## src/rtl/uart_tx_dev_if.sv

```systemverilog
// Bridge device-side bus for the serial transmitter.
//   Dev_Addr : word select (0 CTRL, 1 DIVISOR, 2 TXDATA, 3 STATUS)
//   WE       : write enable for this device
//   DataIn   : write data
//   RD       : read data of the addressed register
//   IRQ      : level interrupt towards the bridge
interface uart_tx_dev_if;
  logic [3:2]  Dev_Addr;
  logic        WE;
  logic [31:0] DataIn;
  logic [31:0] RD;
  logic        IRQ;

  modport master (
    output Dev_Addr, WE, DataIn,
    input  RD, IRQ
  );

  modport slave (
    input  Dev_Addr, WE, DataIn,
    output RD, IRQ
  );
endinterface

```

## src/rtl/uart_tx_dev.sv

```systemverilog
// Memory-mapped 8N1 serial transmitter with a small transmit FIFO.
//   clk   : system clock, all state on the rising edge
//   reset : asynchronous active-low reset
//   bus   : device bus (address, write strobe, write data, read data, IRQ)
//   txd   : registered serial output, idle high
module uart_tx_dev #(
  parameter int unsigned FIFO_DEPTH = 4,
  parameter logic [15:0] DIV_RESET  = 16'd434
) (
  input  logic         clk,
  input  logic         reset,
  uart_tx_dev_if.slave bus,
  output logic         txd
);

  localparam int unsigned PtrW = $clog2(FIFO_DEPTH);
  localparam int unsigned CntW = $clog2(FIFO_DEPTH + 1);

  typedef enum logic [1:0] {StIdle, StStart, StData, StStop} state_e;

  state_e          state_q, state_d;
  logic [15:0]     cnt_q, cnt_d;
  logic [15:0]     div_q, div_d;          // per-frame shadow of the divisor
  logic [15:0]     divisor_q, divisor_d;
  logic [7:0]      shift_q, shift_d;
  logic [2:0]      bit_q, bit_d;
  logic            txd_q, txd_d;
  logic            en_q, en_d, ie_q, ie_d;
  logic            ovf_q, ovf_d, done_q, done_d;
  logic [PtrW-1:0] rd_ptr_q, rd_ptr_d, wr_ptr_q, wr_ptr_d;
  logic [CntW-1:0] count_q, count_d;
  logic [7:0]      mem_q [FIFO_DEPTH];

  logic        wr_ctrl, wr_div, wr_data, wr_stat;
  logic        fifo_full, fifo_empty;
  logic        pop, push, ovf_set, done_set, bit_end;
  logic [15:0] div_eff;
  logic [2:0]  count3;
  logic        unused_data;

  assign wr_ctrl = bus.WE && (bus.Dev_Addr == 2'd0);
  assign wr_div  = bus.WE && (bus.Dev_Addr == 2'd1);
  assign wr_data = bus.WE && (bus.Dev_Addr == 2'd2);
  assign wr_stat = bus.WE && (bus.Dev_Addr == 2'd3);

  assign fifo_full  = (count_q == CntW'(FIFO_DEPTH));
  assign fifo_empty = (count_q == '0);
  assign bit_end    = (cnt_q == 16'd0);
  assign div_eff    = (divisor_q == 16'd0) ? 16'd1 : divisor_q;
  assign count3     = 3'(count_q);
  assign unused_data = ^bus.DataIn[31:16];

  // State register.
  always_ff @(posedge clk or negedge reset) begin
    if (!reset) begin
      state_q   <= StIdle;
      cnt_q     <= '0;
      div_q     <= DIV_RESET;
      divisor_q <= DIV_RESET;
      shift_q   <= '0;
      bit_q     <= '0;
      txd_q     <= 1'b1;
      en_q      <= 1'b0;
      ie_q      <= 1'b0;
      ovf_q     <= 1'b0;
      done_q    <= 1'b0;
      rd_ptr_q  <= '0;
      wr_ptr_q  <= '0;
      count_q   <= '0;
    end else begin
      state_q   <= state_d;
      cnt_q     <= cnt_d;
      div_q     <= div_d;
      divisor_q <= divisor_d;
      shift_q   <= shift_d;
      bit_q     <= bit_d;
      txd_q     <= txd_d;
      en_q      <= en_d;
      ie_q      <= ie_d;
      ovf_q     <= ovf_d;
      done_q    <= done_d;
      rd_ptr_q  <= rd_ptr_d;
      wr_ptr_q  <= wr_ptr_d;
      count_q   <= count_d;
    end
  end

  // FIFO storage needs no reset; the count marks valid entries.
  always_ff @(posedge clk) begin
    if (push) begin
      mem_q[wr_ptr_q] <= bus.DataIn[7:0];
    end
  end

  // Next-state logic.
  always_comb begin
    state_d  = state_q;
    cnt_d    = cnt_q;
    div_d    = div_q;
    shift_d  = shift_q;
    bit_d    = bit_q;
    pop      = 1'b0;
    done_set = 1'b0;

    unique case (state_q)
      StIdle: begin
        if (en_q && !fifo_empty) begin
          pop     = 1'b1;
          state_d = StStart;
        end
      end
      StStart: begin
        if (bit_end) state_d = StData;
      end
      StData: begin
        if (bit_end && (bit_q == 3'd7)) state_d = StStop;
      end
      StStop: begin
        if (bit_end) begin
          // Chain straight into the next start bit when more data is queued.
          if (en_q && !fifo_empty) begin
            pop     = 1'b1;
            state_d = StStart;
          end else begin
            state_d = StIdle;
          end
          done_set = fifo_empty;
        end
      end
      default: state_d = StIdle;
    endcase

    if (pop) begin
      shift_d = mem_q[rd_ptr_q];
      div_d   = div_eff;
      cnt_d   = div_eff - 16'd1;
      bit_d   = '0;
    end else if (state_q != StIdle) begin
      if (bit_end) begin
        cnt_d = div_q - 16'd1;
        if (state_q == StData) begin
          shift_d = {1'b0, shift_q[7:1]};
          bit_d   = bit_q + 3'd1;
        end
      end else begin
        cnt_d = cnt_q - 16'd1;
      end
    end

    // A pop in the same cycle frees the slot for a push into a full FIFO.
    push     = wr_data && (!fifo_full || pop);
    ovf_set  = wr_data && !push;
    count_d  = count_q + CntW'(push) - CntW'(pop);
    rd_ptr_d = rd_ptr_q + PtrW'(pop);
    wr_ptr_d = wr_ptr_q + PtrW'(push);

    en_d      = wr_ctrl ? bus.DataIn[0] : en_q;
    ie_d      = wr_ctrl ? bus.DataIn[1] : ie_q;
    divisor_d = wr_div ? bus.DataIn[15:0] : divisor_q;
    // Set beats clear on both sticky bits.
    ovf_d  = ovf_set | (ovf_q & ~(wr_stat & bus.DataIn[6]));
    done_d = done_set | (done_q & ~(wr_stat & bus.DataIn[7]) & ~push);
  end

  // Outputs: line level follows the upcoming state; reads come straight from registers.
  always_comb begin
    txd_d = 1'b1;
    unique case (state_d)
      StStart: txd_d = 1'b0;
      StData:  txd_d = shift_d[0];
      default: txd_d = 1'b1;
    endcase

    bus.RD = '0;
    unique case (bus.Dev_Addr)
      2'd0:    bus.RD = {30'd0, ie_q, en_q};
      2'd1:    bus.RD = {16'd0, divisor_q};
      2'd2:    bus.RD = '0;
      default: bus.RD = {24'd0, done_q, ovf_q, count3, fifo_empty, fifo_full,
                         (state_q != StIdle)};
    endcase

    bus.IRQ = ie_q & done_q;
  end

  assign txd = txd_q;

endmodule

```

## src/flat_wrapper.sv

```systemverilog
// flat-port wrapper written by rule: the top's interface ports become plain ports
module uart_tx_dev_flat 
#(
  parameter int unsigned FIFO_DEPTH = 4,
  parameter logic [15:0] DIV_RESET  = 16'd434
)
  (clk, reset, txd, bus_Dev_Addr, bus_WE, bus_DataIn, bus_RD, bus_IRQ);
  uart_tx_dev_if bus_i ();
  input  logic clk;
  input  logic reset;
  output logic txd;
  input wire logic [$bits(bus_i.Dev_Addr)-1:0] bus_Dev_Addr;
  input wire logic [$bits(bus_i.WE)-1:0] bus_WE;
  input wire logic [$bits(bus_i.DataIn)-1:0] bus_DataIn;
  output wire logic [$bits(bus_i.RD)-1:0] bus_RD;
  output wire logic [$bits(bus_i.IRQ)-1:0] bus_IRQ;
  assign bus_i.Dev_Addr = bus_Dev_Addr;
  assign bus_i.WE = bus_WE;
  assign bus_i.DataIn = bus_DataIn;
  assign bus_RD = bus_i.RD;
  assign bus_IRQ = bus_i.IRQ;
  uart_tx_dev #(.FIFO_DEPTH(FIFO_DEPTH), .DIV_RESET(DIV_RESET)) u_core (.clk(clk), .reset(reset), .bus(bus_i), .txd(txd));
endmodule
```

## config.mk

```make
export PLATFORM = sky130hd
export DESIGN_NAME = uart_tx_dev_flat
export DESIGN_NICKNAME = d
export VERILOG_FILES = /design/src/rtl/uart_tx_dev_if.sv /design/src/rtl/uart_tx_dev.sv /design/src/flat_wrapper.sv
export SDC_FILE = /design/constraint.sdc
export NUM_CORES = 1
export LEC_CHECK = 0
export BUFFER_PORTS_ARGS = -buffer_cell sky130_fd_sc_hd__buf_4
export CAP_MARGIN = 40
export CELL_PAD_IN_SITES_DETAIL_PLACEMENT = 1
export CELL_PAD_IN_SITES_GLOBAL_PLACEMENT = 2
export CORE_MARGIN = 3
export CORE_UTILIZATION = 41
export CTS_BUF_LIST = sky130_fd_sc_hd__clkbuf_16
export DETAILED_ROUTE_END_ITERATION = 12
export PLACE_DENSITY_LB_ADDON = 0.1
export RECOVER_POWER = 50
export SLEW_MARGIN = 30
export SYNTH_ARGS = -nofsm -noshare
export SYNTH_HDL_FRONTEND = slang
export SYNTH_SLANG_ARGS = --single-unit
```

## constraint.sdc

```tcl
create_clock -name clk -period 5 [get_ports clk]
set_input_delay 0.25 -clock clk [delete_from_list [all_inputs] [get_ports clk]]
set_output_delay 0.25 -clock clk [all_outputs]
set_load 0.01 [all_outputs]
```

### Word-level counts from Yosys, hierarchy flattened

Memories as Yosys holds them, arrays and structs flattened.
Index checks and enable logic that the tools add are counted.

| storage, ports and cells | value |
|---|---|
| word-level logic and storage cells | 94 |
| memories kept | 1 |
| memory bits (writable) | 32 |
| register bits after elaboration | 73 |

| operators by class | value |
|---|---|
| equal/unequal tests | 10 |
| bitwise operators | 11 |
| reductions and logical operators | 22 |
| mux-type cells | 27 |
| $add $sub $neg | 8 |

Memory list:

| name | words | width | read ports | clocked after Yosys merged registers in | write ports | line | text |
|---|---|---|---|---|---|---|---|
| u_core.mem_q | 4 | 8 | 1 | 0 | 1 | uart_tx_dev.sv:32 | `logic [7:0] mem_q [FIFO_DEPTH];` |

Operator list:

| cell | count |
|---|---|
| 16-bit two-way mux | 4 |
| 16-bit case mux with 3 select lines | 1 |
| 16-bit by 1-bit subtractor with 16-bit output (second input constant) | 3 |
| 16-bit zero test | 2 |
| 8-bit two-way mux | 4 |
| 3-bit two-way mux | 4 |
| 2-bit == test (second input constant) | 5 |
| 1-bit logical AND | 8 |
| 2-bit two-way mux | 4 |
| 2-bit case mux with 4 select lines | 1 |
| 2-bit nonzero test | 4 |
| 1-bit two-way mux | 7 |
| 1-bit bitwise AND | 6 |
| 2-bit by 1-bit == test with 1-bit output (second input constant) | 3 |
| 3-bit == test (second input constant) | 2 |
| 2-bit by 1-bit adder with 2-bit output | 2 |
| 2-bit zero test | 2 |
| 1-bit case mux with 2 select lines | 2 |
| 3-bit by 1-bit adder with 3-bit output | 1 |
| 3-bit by 1-bit adder with 3-bit output (second input constant) | 1 |
| 1-bit zero test | 3 |
| 3-bit zero test | 1 |
| 1-bit NOT | 3 |
| 3-bit AND reduction | 1 |
| other kinds (3) | 4 |

### Longest topological paths before layout

Gate-level depths: netlist of the first run.

| logic depth | value |
|---|---|
| depth after elaboration | 11 |
| mapped depth | 14 |

### Worst setup path before layout of the first run

No wires, ideal clock.

| timing | value |
|---|---|
| path type | register -> register |
| start | register u_core.state_q[0] |
| end | register u_core.cnt_q[12] |
| clock period less this slack | 3.394 ns |
| stages on the path, launching flop included | 15 |
| data arrival time | 3.325 ns |
| data required time | 4.931 ns |
| slack | 1.606 ns |
| path buffers | 2 |
| cell sequence | dfrtp_1 > inv_1 > ha_1 > clkbuf_1 > nor3_4 > a31oi_4 > buf_6 > o32ai_2 > ha_1 > inv_1 > or3_1 > o32ai_2 > o2111ai_1 > or3_1 > nand3_1 |

| on the way | value |
|---|---|
| word-level cells in the longest chain between the ends | 3 |

Ends and longest elaborated chain:

| what | line | text |
|---|---|---|
| from (decl) | uart_tx_dev.sv:21 | `state_e state_q, state_d;` |
| from (signal assigned) | uart_tx_dev.sv:56 | `state_q <= StIdle;` |
| from (signal assigned) | uart_tx_dev.sv:71 | `state_q <= state_d;` |
| 2-bit == test or 2-bit zero test (tied branches) | uart_tx_dev.sv:105 | `unique case (state_q)` |
| 1-bit case mux with 2 select lines | uart_tx_dev.sv:105 |  |
| 16-bit two-way mux or 2-bit nonzero test (tied branches) | n/a |  |
| to (signal assigned) | uart_tx_dev.sv:72 | `cnt_q <= cnt_d;` |
| to (decl) | uart_tx_dev.sv:22 | `logic [15:0] cnt_q, cnt_d;` |

Several ways; a longest one is shown, not always the timed one.
A chain may end at the register's enable or synchronous reset.

### Worst setup path in the final report of the first run

| timing | value |
|---|---|
| start | register u_core.state_q[0] |
| end | memory u_core.mem_q[2][0] (enable) |

| on the way | value |
|---|---|
| word-level cells in the longest chain between the ends | 6 |

Ends and longest elaborated chain:

| what | line | text |
|---|---|---|
| 2-bit == test or 2-bit zero test (tied branches) | uart_tx_dev.sv:105 |  |
| 1-bit case mux with 2 select lines * | uart_tx_dev.sv:105 |  |
| 1-bit logical OR * | uart_tx_dev.sv:151 | `push = wr_data && (!fifo_full \|\| pop);` |
| 1-bit logical AND * | uart_tx_dev.sv:151 |  |
| 1-bit two-way mux * | uart_tx_dev.sv:90 | `if (push) begin` |
| 1-bit two-way mux (not written as such) * | uart_tx_dev.sv:91 | `mem_q[wr_ptr_q] <= bus.DataIn[7:0];` |
| to (decl) | uart_tx_dev.sv:32 |  |

Every way passes the cells marked *; elsewhere a longest branch is shown, timed or not.

==> results of run 1 <==
[power groups by stage]
| stage | Sequential [µW] | Combinational, µW | Clock (µW) |
|---|---|---|---|
| global placement | 1410 | 1160 | 0 |
| finish | 1410 | 1210 | 777 |
| global route | 1450 | 1370 | 830 |
| CTS | 1410 | 1240 | 796 |
| floorplan | 1300 | 934 | 0 |
| detailed placement | 1430 | 1220 | 0 |
[synth_stat cells (all sizes together), types with 11 or more instances]
cell type	number	area, µm²
clkbuf	17	63.8
dfstp	11	289
nor3	13	86.3
mux2i	19	190
edfxtp	32	961
nor2	35	131
mux2	20	225
nand2	70	263
o21ai	29	145
dfrtp	62	1550
buf	22	153
ha	11	138
[worst max-delay path by stage]
stage	startpoint	endpoint	slack (ns)	depth (start not counted)
global route	reset	u_core.divisor_q[6]	0.60	3
detailed placement	u_core.state_q[0]	u_core.mem_q[2][0]	1.13	9
floorplan	u_core.state_q[0]	u_core.cnt_q[12]	1.61	14
global placement	u_core.state_q[0]	u_core.cnt_q[12]	1.30	12
finish	u_core.state_q[0]	u_core.mem_q[2][0]	1.11	9
CTS	u_core.state_q[0]	u_core.mem_q[2][7]	1.10	9
[cell families after synthesis]
group | after synthesis
AND/OR/NAND/NOR | 174
flip-flops | 105
AO/OA/AOI/OAI | 87
multiplexers | 47
buffers and inverters | 47
adder cells (fa/ha/maj) | 12
XOR/XNOR | 9
other | 1
[area by class of cell]
type	count	area, µm²	share of cell area
flip-flops and latches	105	2800	0.458
multi-input cells	345	2410	0.394
repair buffers	50	325	0.0532
clock buffers	9	225	0.0368
well taps	172	215	0.0352
clock inverters	7	103	0.0168
inverters	8	32.5	0.00532
[per-layer routing]
| metal | GRT usage | wire length (µm) |
|---|---|---|
| met2 | 0.347 | 6940 |
| met5 | 0 | 0 |
| met1 | 0.282 | 6670 |
| met3 | 0.0416 | 488 |
| met4 | 0.0475 | 147 |
[sequential cells by signal, summed over array words and instances (netlist names)]
register and count:
u_core.en_q 1, u_core.wr_ptr_q 2, u_core.cnt_q 16, u_core.rd_ptr_q 2, u_core.count3 3, u_core.ovf_q 1, u_core.bit_q 3, u_core.ie_q 1
u_core.state_q 2, u_core.done_q 1, u_core.div_q 16, u_core.shift_q 8, u_core.divisor_q 16, u_core.mem_q 32, u_core.txd 1
[timing repair]
action | 4_1_cts | 5_1_grt
hold buffers | 1 | 0
hold endpoints to repair | 40 | 0
endpoints found under the setup margin | 0 | 0
[stage by stage]
stage / setup slack [ns] / power [µW]
after global placement: 1.30 / 2570
final: 1.11 / 3390
after detailed placement: 1.13 / 2650
after global routing: 0.597 / 3640
after floorplan: 1.61 / 2230
after CTS: 1.10 / 3450
==> results by stage, run 1 <==
CTS:
- The TritonCTS sink count is 105.
- The CTS tree is built.
- The maximum clock insertion buffer count is 2.
- The post-cts resize count is 0.
- The total CTS buffers is 9.
- The clock reaches the later pin of the worst-skew pair after 0.36 ns.
- The H-tree depth is 3.
- The buffer count from post-CTS setup fixing is 0.
- The CTS root buffer is sky130_fd_sc_hd__clkbuf_16.
- Clock-pin slew was measured on the worst setup and hold paths at 0.08 ns.

Power and ir drop:
- The share of total power in the clock network is 0.229.
- The internal power is 2060 µW.
- In this run the static leakage power is around 0.0026 µW.
- The switching power is about 1300 µW.
- The total power per unit cell area is 555 nW/µm².
- Of the total power, the share spent switching nets is 0.392.
- The power share of the combinational group is 0.356.
- The sequential power share is 0.415.
- The peak ir drop on the vdd network is 305 µV.

Setup path:
- The worst reg2reg path endpoint is u_core.mem_q[2][0].
- Counting cells, the worst reg-to-reg path comes to 9.
- In this run the worst path has a maximum fanout of 16.
- The signal on the critical path passes through inv_1 > ha_1 > nor3_4 > a31oi_4 > buf_4 > and2_1 > nor3_1 > nand2_1 > nor2_1.
- The kind of start point of the critical path is a flop.
- The minimum setup slack among reg-to-reg paths is 1.11 ns.
- The largest individual stage delay along the critical path comes from the cell sky130_fd_sc_hd__nor3_1.
- Among cell families on the critical path, the largest total delay comes from simple AND/OR/NAND/NOR gates.
- The critical setup path kind is flop to flop.
- STA classifies the critical path endpoint as a flop.
- The largest single stage delay on the critical path is 0.62 ns.
- The worst reg2reg path startpoint is u_core.state_q[0].
- The critical path data arrival time is 3.89 ns.
- STA puts the critical path data required time at 4.99 ns.
- The number of buffer and inverter instances along the worst setup path is 2.

Yosys:
- Of all flip-flops after synthesis, the portion carrying an async set or reset was 0.695.
- The synthesized area per cell is ~11 µm².
- In the synthesized netlist the dominant register cell turns out to be sky130_fd_sc_hd__dfrtp_1.
- The synthesized cell area is 5400 µm².
- The synthesized-area fraction occupied by and/or/nand/nor cells is 0.157.
- Yosys mapped a number of flops with a built-in enable equal to 32.
- The synthesized-area fraction occupied by ao, oa, aoi and oai cells is 0.123.
- The mux share of post-synthesis cell area is 0.110.
- The number of unique standard cell types used by synthesis is 64.
- The Yosys step of the flow raised 0 warnings.
- The combinational family with the most area after synthesis is simple AND/OR/NAND/NOR gates.
- After synthesis the netlist holds a flip-flop and latch count of 105.
- The arithmetic-cell share of the synthesized area counting full adders, half adders and majority gates is 0.0292.
- The number of cells produced by synthesis is 482.
- For this run, the register share of the synthesized area comes to 0.519.
- The fraction of synthesized cell area in xor and xnor cells is 0.0146.

Timing:
- Based on the critical path, the design can be clocked at up to 257 MHz.
- The transition at the pin with the smallest max-transition slack is 2.53 ns.
- The largest clock skew in the final design is 0.00890 ns.
- Setup repair after global routing left no endpoint under its margin.
- The share of the cycle needed by the critical path after routing is 0.778.
- Summed over all failing endpoints, the final setup total negative slack is 0 ns.
- The max-slew violation total from the final report is 76.
- The total count of hold-check failures in the final report is 0.
- The final-layout worst hold slack is 0.118 ns.
- The total setup violations reported at the end of the flow is 0.
- The clock period minus final worst setup slack is ~3.9 ns.
- The worst slew slack as a fraction of its limit is -0.689.

Placement:
- The post-place instance area is 5840 µm².
- The last weighted congestion value of the routability-driven placer is 0.809.
- Input and output buffers added on the ports amount to 38.
- After legalization and detailed placement, the total HPWL measured between 10 and 15 mm.
- After detailed placement, the design holds a cell count of 679.

Finish:
- The commonest non-fill, non-tap cell in the layout is sky130_fd_sc_hd__nand2_1.
- The share of cells above drive strength 1 is 0.202.
- The post-synthesis to final-layout area growth is 13.2%.
- The number of diodes is 0.
- In the layout the commonest cells are 70 x sky130_fd_sc_hd__nand2_1, 62 x sky130_fd_sc_hd__dfrtp_1, 35 x sky130_fd_sc_hd__nor2_1, 35 x sky130_fd_sc_hd__buf_4, 32 x sky130_fd_sc_hd__edfxtp_1.
- Fill cells in the final layout number 1,429.
- Once layout is complete, the utilization of the core stands at 0.481.
- For this run, the number of standard cells in the final layout without fillers is 696.
- The count of nets after finishing is 568.
- The finished cells cover 6110 µm².

Hold path:
- The startpoint identified for the worst hold timing path is bus_DataIn[14].
- The hold-critical path endpoint is u_core.divisor_q[14].
- The class of the tightest hold or removal check is input pin to flop.
- The worst hold path passes through 2 cells.

Global routing:
- The overall global routing resource usage is 0.208.
- The via count of the first global-routing pass is 4,175.
- The largest net degree at the start of global routing is 45.
- The wire length of the first global-routing pass is around 23 mm.
- The residual overflow from global routing is 0.
- The initial antenna violation count is 0.

Floorplan:
- The floorplan step defined a core boundary enclosing 12,700 µm².
- 71 I/O pins were placed.
- The floorplan step set the die width to 121 µm.
- The initial core utilization is 0.424.
- The full die area is 14,600 µm².
- In this run the core area contains 41 standard-cell rows.
- Measured along the y axis, the die boundary spans between 100 and 150 µm.

Route:
- After detailed routing, the average wire length per cell comes to ~20 µm.
- In the routed layout, each cell is associated on average with a via count of around 5.6.
- In the routed design, unresolved DRC markers number 0.
- The count of vias placed by the detailed router is 3,882.
- The number of violations reported at the end of detailed-routing iteration 0 is 227.
- The count of TritonRoute iterations in the first routing pass is 4.
- The detail route stage leaves a number of antenna-violating nets equal to 0.
- The overall routed net length is 14.2 mm.

Status:
- The checks that failed: capacitance limit, slew limit.
- The run finished, with violations left.

Flow run:
- The total of max-cap violations is 2.
Power figures use the tool's default switching activity.
==> inputs of run 2 (changes only) <==
--- a/config.mk
+++ b/config.mk
@@ -10,7 +10,7 @@
 export CELL_PAD_IN_SITES_DETAIL_PLACEMENT = 1
 export CELL_PAD_IN_SITES_GLOBAL_PLACEMENT = 2
 export CORE_MARGIN = 3
-export CORE_UTILIZATION = 41
+export CORE_UTILIZATION = 34
 export CTS_BUF_LIST = sky130_fd_sc_hd__clkbuf_16
 export DETAILED_ROUTE_END_ITERATION = 12
 export PLACE_DENSITY_LB_ADDON = 0.1
==> constraint.sdc (replaced) <==
create_clock -name clk -period 3.3 [get_ports clk]
set_input_delay 0.165 -clock clk [delete_from_list [all_inputs] [get_ports clk]]
set_output_delay 0.165 -clock clk [all_outputs]
set_load 0.01 [all_outputs]
==> run 2 against run 1 <==
The flow still finishes with violations (capacitance limit, slew limit); combinational power rose by 85%; critical path depth rose by 5; non-clock buffer count up 39; core utilization fell by 5.6 points; final cell count increased by 11%; power up 59%; clock power increased by 36%.
==> results by stage, run 2 (synthesis results as in run 1) <==
Status:
- The flow ran to the end, but the final reports show violations.
- The checks that failed: capacitance limit, slew limit.

Setup path:
- The critical path data arrival time is 3.45 ns (-0.44 ns).
- The required time of the worst setup path came to 3.59 ns (-1.40 ns).
- The kind of cell adding the most delay to the critical path is compound AO/OA/AOI/OAI gates.
- The critical-path maximum fanout is 8 (-8).
- The most repeated library cell on the critical path is sky130_fd_sc_hd__o32ai_4.
- The worst setup path is captured at a flop.
- The critical path goes through inv_2 > ha_4 > buf_4 > nor3_4 > buf_6 > o211a_4 > o32ai_4 > ha_2 > inv_1 > or3_4 > o32ai_4 > o2111ai_4 > or3_1 > nand3_1.
- The critical path's largest stage delay came to 0.40 ns (-0.22 ns).
- The critical path in this run is classified as flop to flop.
- The number of buffer and inverter instances along the worst setup path came to 4 (+2).
- The slowest stage of the critical path is the sky130_fd_sc_hd__dfrtp_1 cell.
- The kind of start point of the critical path is a flop.

Route:
- The per-cell routed wire length is 19.2 µm (-6.3%).
- The count of TritonRoute iterations in the first routing pass was 5 (+1).
- The overall routed net length came to 14.8 mm (+4.2%).
- The via count normalized by instance count is 5.14 (-7.9%).
- The remaining number of nets flagged by the antenna check after routing was 0 (unchanged).
- The count of vias placed by the detailed router came to 3,976 (+2.4%).
- The number of violations reported at the end of detailed-routing iteration 0 is 158 (-30%).
- The post-detailed-route DRC marker count is 0 (unchanged).

CTS:
- The register clock-pin slew on the reported worst setup and hold paths is 0.07 ns (about the same).
- The total CTS buffers is 9 (unchanged).
- The CTS root buffer is sky130_fd_sc_hd__clkbuf_16.
- The TritonCTS sink count was 105 (unchanged).
- The maximum clock insertion buffer count was 2 (unchanged).
- The clock latency reported for the late side of the worst-skew pair is 0.36 ns (about the same).
- The H-tree depth is 3 (unchanged).
- TritonCTS built the clock tree.

Finish:
- The number of diodes is 0 (unchanged).
- The count of nets after finishing is 607 (+6.9%).
- The final cell count without fillers is 774 (+11%).
- The post-synthesis to final-layout area growth is 20.8%.
- The number of flip-flops in the largest register is 32 (unchanged).
- The register ranked first by flip-flop count is u_core.mem_q.
- The number of inserted filler cells in the final layout is 1,705 (+19%).
- Leaving out fill and tap cells, the most frequent cells in the layout are 73 x sky130_fd_sc_hd__buf_4, 70 x sky130_fd_sc_hd__nand2_1, 62 x sky130_fd_sc_hd__dfrtp_1.
- The commonest non-fill, non-tap cell in the layout is sky130_fd_sc_hd__buf_4.
- The share of cells above drive strength 1 is 0.279 (+0.0766).

Timing:
- The total count of hold-check failures in the final report came to 0 (unchanged).
- The share of the cycle needed by the critical path after routing is 0.959 (+0.180).
- The worst setup slack after layout is 0.136 ns (-0.972 ns).
- The maximum clock frequency is 316 MHz (+23%).
- The max-slew violation total from the final report is 74 (-2.6%).
- The transition at the pin with the smallest max-transition slack is 1.90 ns (-0.636 ns).
- The total setup violations reported at the end of the flow is 0 (unchanged).
- The largest clock skew in the final design came to 0.0118 ns (+0.00292 ns).
- The worst slew slack as a fraction of its limit is -0.265 (+0.424).
- The clock period minus final worst setup slack came to 3.16 ns (-0.728 ns).

Global routing:
- The via count of the first global-routing pass is 4,076 (-2.4%).
- The overall global routing resource usage was 0.174 (-0.0340).
- The initial antenna violation count came to 0 (unchanged).
- The wire length of the first global-routing pass is 23.6 mm (+1.7%).
- The largest net degree at the start of global routing is 74 (+64%).
- The residual overflow from global routing was 0 (unchanged).

Placement:
- The half-perimeter wire length after placement came to 10.8 mm (+6.0%).
- The number of input and output port buffers inserted was 38 (unchanged).
- The cell count after placement was 748 (+10%).
- The worst setup slack after placement is -0.0979 ns (-1.23 ns).
- The last weighted congestion value of the routability-driven placer is 0.880 (+8.9%).

Power and ir drop:
- The power share of the combinational group came to 0.416 (+0.060).
- The sequential power share is 0.387 (-0.028).
- The switching power came to 2080 µW (+57%).
- The total power per unit cell area was 826 nW/µm² (+49%).
- The internal power is 3310 µW (+60%).
- The peak ir drop on the vdd network is 319 µV (+4.5%).
- The share of total power in the clock network is 0.197 (-0.032).
- The switching part of the total power is 0.387 (-0.00535).
- The static leakage is 0.00276 µW (+8.0%).

Flow run:
- The total of max-cap violations was 1 (-1).

Floorplan:
- The full die area is 17,400 µm² (+20%).
- The number of top-level pins was 71 (unchanged).
- The number of core rows is 45 (+9.8%).
- The area of the placeable core is 15,400 µm² (+21%).
- The overall die width is 132 µm (+9.3%).
- The die span in y is 132 µm (+9.3%).
- The initial core utilization is 0.351 (-0.0731).

Hold path:
- The class of the tightest hold or removal check is input pin to flop.
-- run 2: changes by cell type in the layout (fill, tap and decap cells not counted), moves of 2 or more --
| cell | before | now |
|---|---|---|
| sky130_fd_sc_hd__o32ai_4 | 0 | 2 |
| sky130_fd_sc_hd__buf_4 | 35 | 73 |
| sky130_fd_sc_hd__inv_1 | 7 | 5 |
| sky130_fd_sc_hd__inv_2 | 0 | 3 |
| sky130_fd_sc_hd__and2_0 | 2 | 6 |
| sky130_fd_sc_hd__and2_1 | 8 | 4 |
| sky130_fd_sc_hd__ha_1 | 11 | 8 |
| sky130_fd_sc_hd__buf_6 | 0 | 3 |
| sky130_fd_sc_hd__inv_8 | 2 | 0 |
| sky130_fd_sc_hd__o32ai_2 | 5 | 3 |
| sky130_fd_sc_hd__clkbuf_1 | 14 | 10 |
| sky130_fd_sc_hd__ha_2 | 0 | 2 |
| sky130_fd_sc_hd__inv_6 | 2 | 4 |
-- run 2: path summary, 6_finish.rpt --
path / startpoint / end / slack (ns) / depth (start not counted)
setup / recovery: u_core.state_q[0] / u_core.cnt_q[12] / 0.14 / 14
hold / removal: bus_DataIn[14] / u_core.divisor_q[14] / 0.04 / 2
setup reg to reg: u_core.state_q[0] / u_core.cnt_q[12] / 0.14 / 14
hold reg to reg: u_core.div_q[1] / u_core.div_q[1] / 0.47 / 2
max in group asynchronous: reset / u_core.cnt_q[1] / 1.29 / 2
min in group asynchronous: reset / u_core.cnt_q[7] / 0.88 / 2
-- run 2: repair_timing --
action	CTS	global route
endpoints found under the hold margin	62	0
pin swaps	2	7
setup endpoints to repair	6	7
buffers inserted	2	7
hold buffers	1	0
resized for setup	2	6
-- run 2: layer usage --
metal  GRT usage  up-vias  wire, µm
li1            -     1869         -
met1       0.252     2023      7260
met2       0.267       70      6860
met3      0.0290       14       474
met4      0.0548        0       257
met5           0        -         0
-- run 2: metrics by stage --
stage	hold slack, ns	total power (µW)	instance area, µm²	utilization	TNS, ns
floorplan	-0.131	3450	5500	-	0
global placement	0.380	4220	6150	0.400	-0.0674
detailed placement	0.253	4300	6150	0.400	-0.234
CTS	0.00726	5400	6480	0.422	-0.00578
global route	0.0309	5800	6520	0.424	-0.0182
finish	0.0443	5390	6520	0.424	0
-- run 2: layout make-up --
cell class / count / area, µm² / share of cell area
Clock buffer: 9 / 225 / 0.0345
Clock inverter: 7 / 62.6 / 0.00959
Inverter: 8 / 32.5 / 0.00499
Multi-Input combinational cell: 345 / 2480 / 0.380
Sequential cell: 105 / 2800 / 0.430
Tap cell: 211 / 264 / 0.0405
Timing Repair Buffer: 89 / 654 / 0.100
-- run 2: power by group through the flow --
stage / combinational (µW) / clock, µW / sequential [µW]
global route: 2510 / 1150 / 2140
finish: 2240 / 1060 / 2090
detailed placement: 2180 / 0 / 2120
global placement: 2120 / 0 / 2100
CTS: 2210 / 1100 / 2090
floorplan: 1470 / 0 / 1980
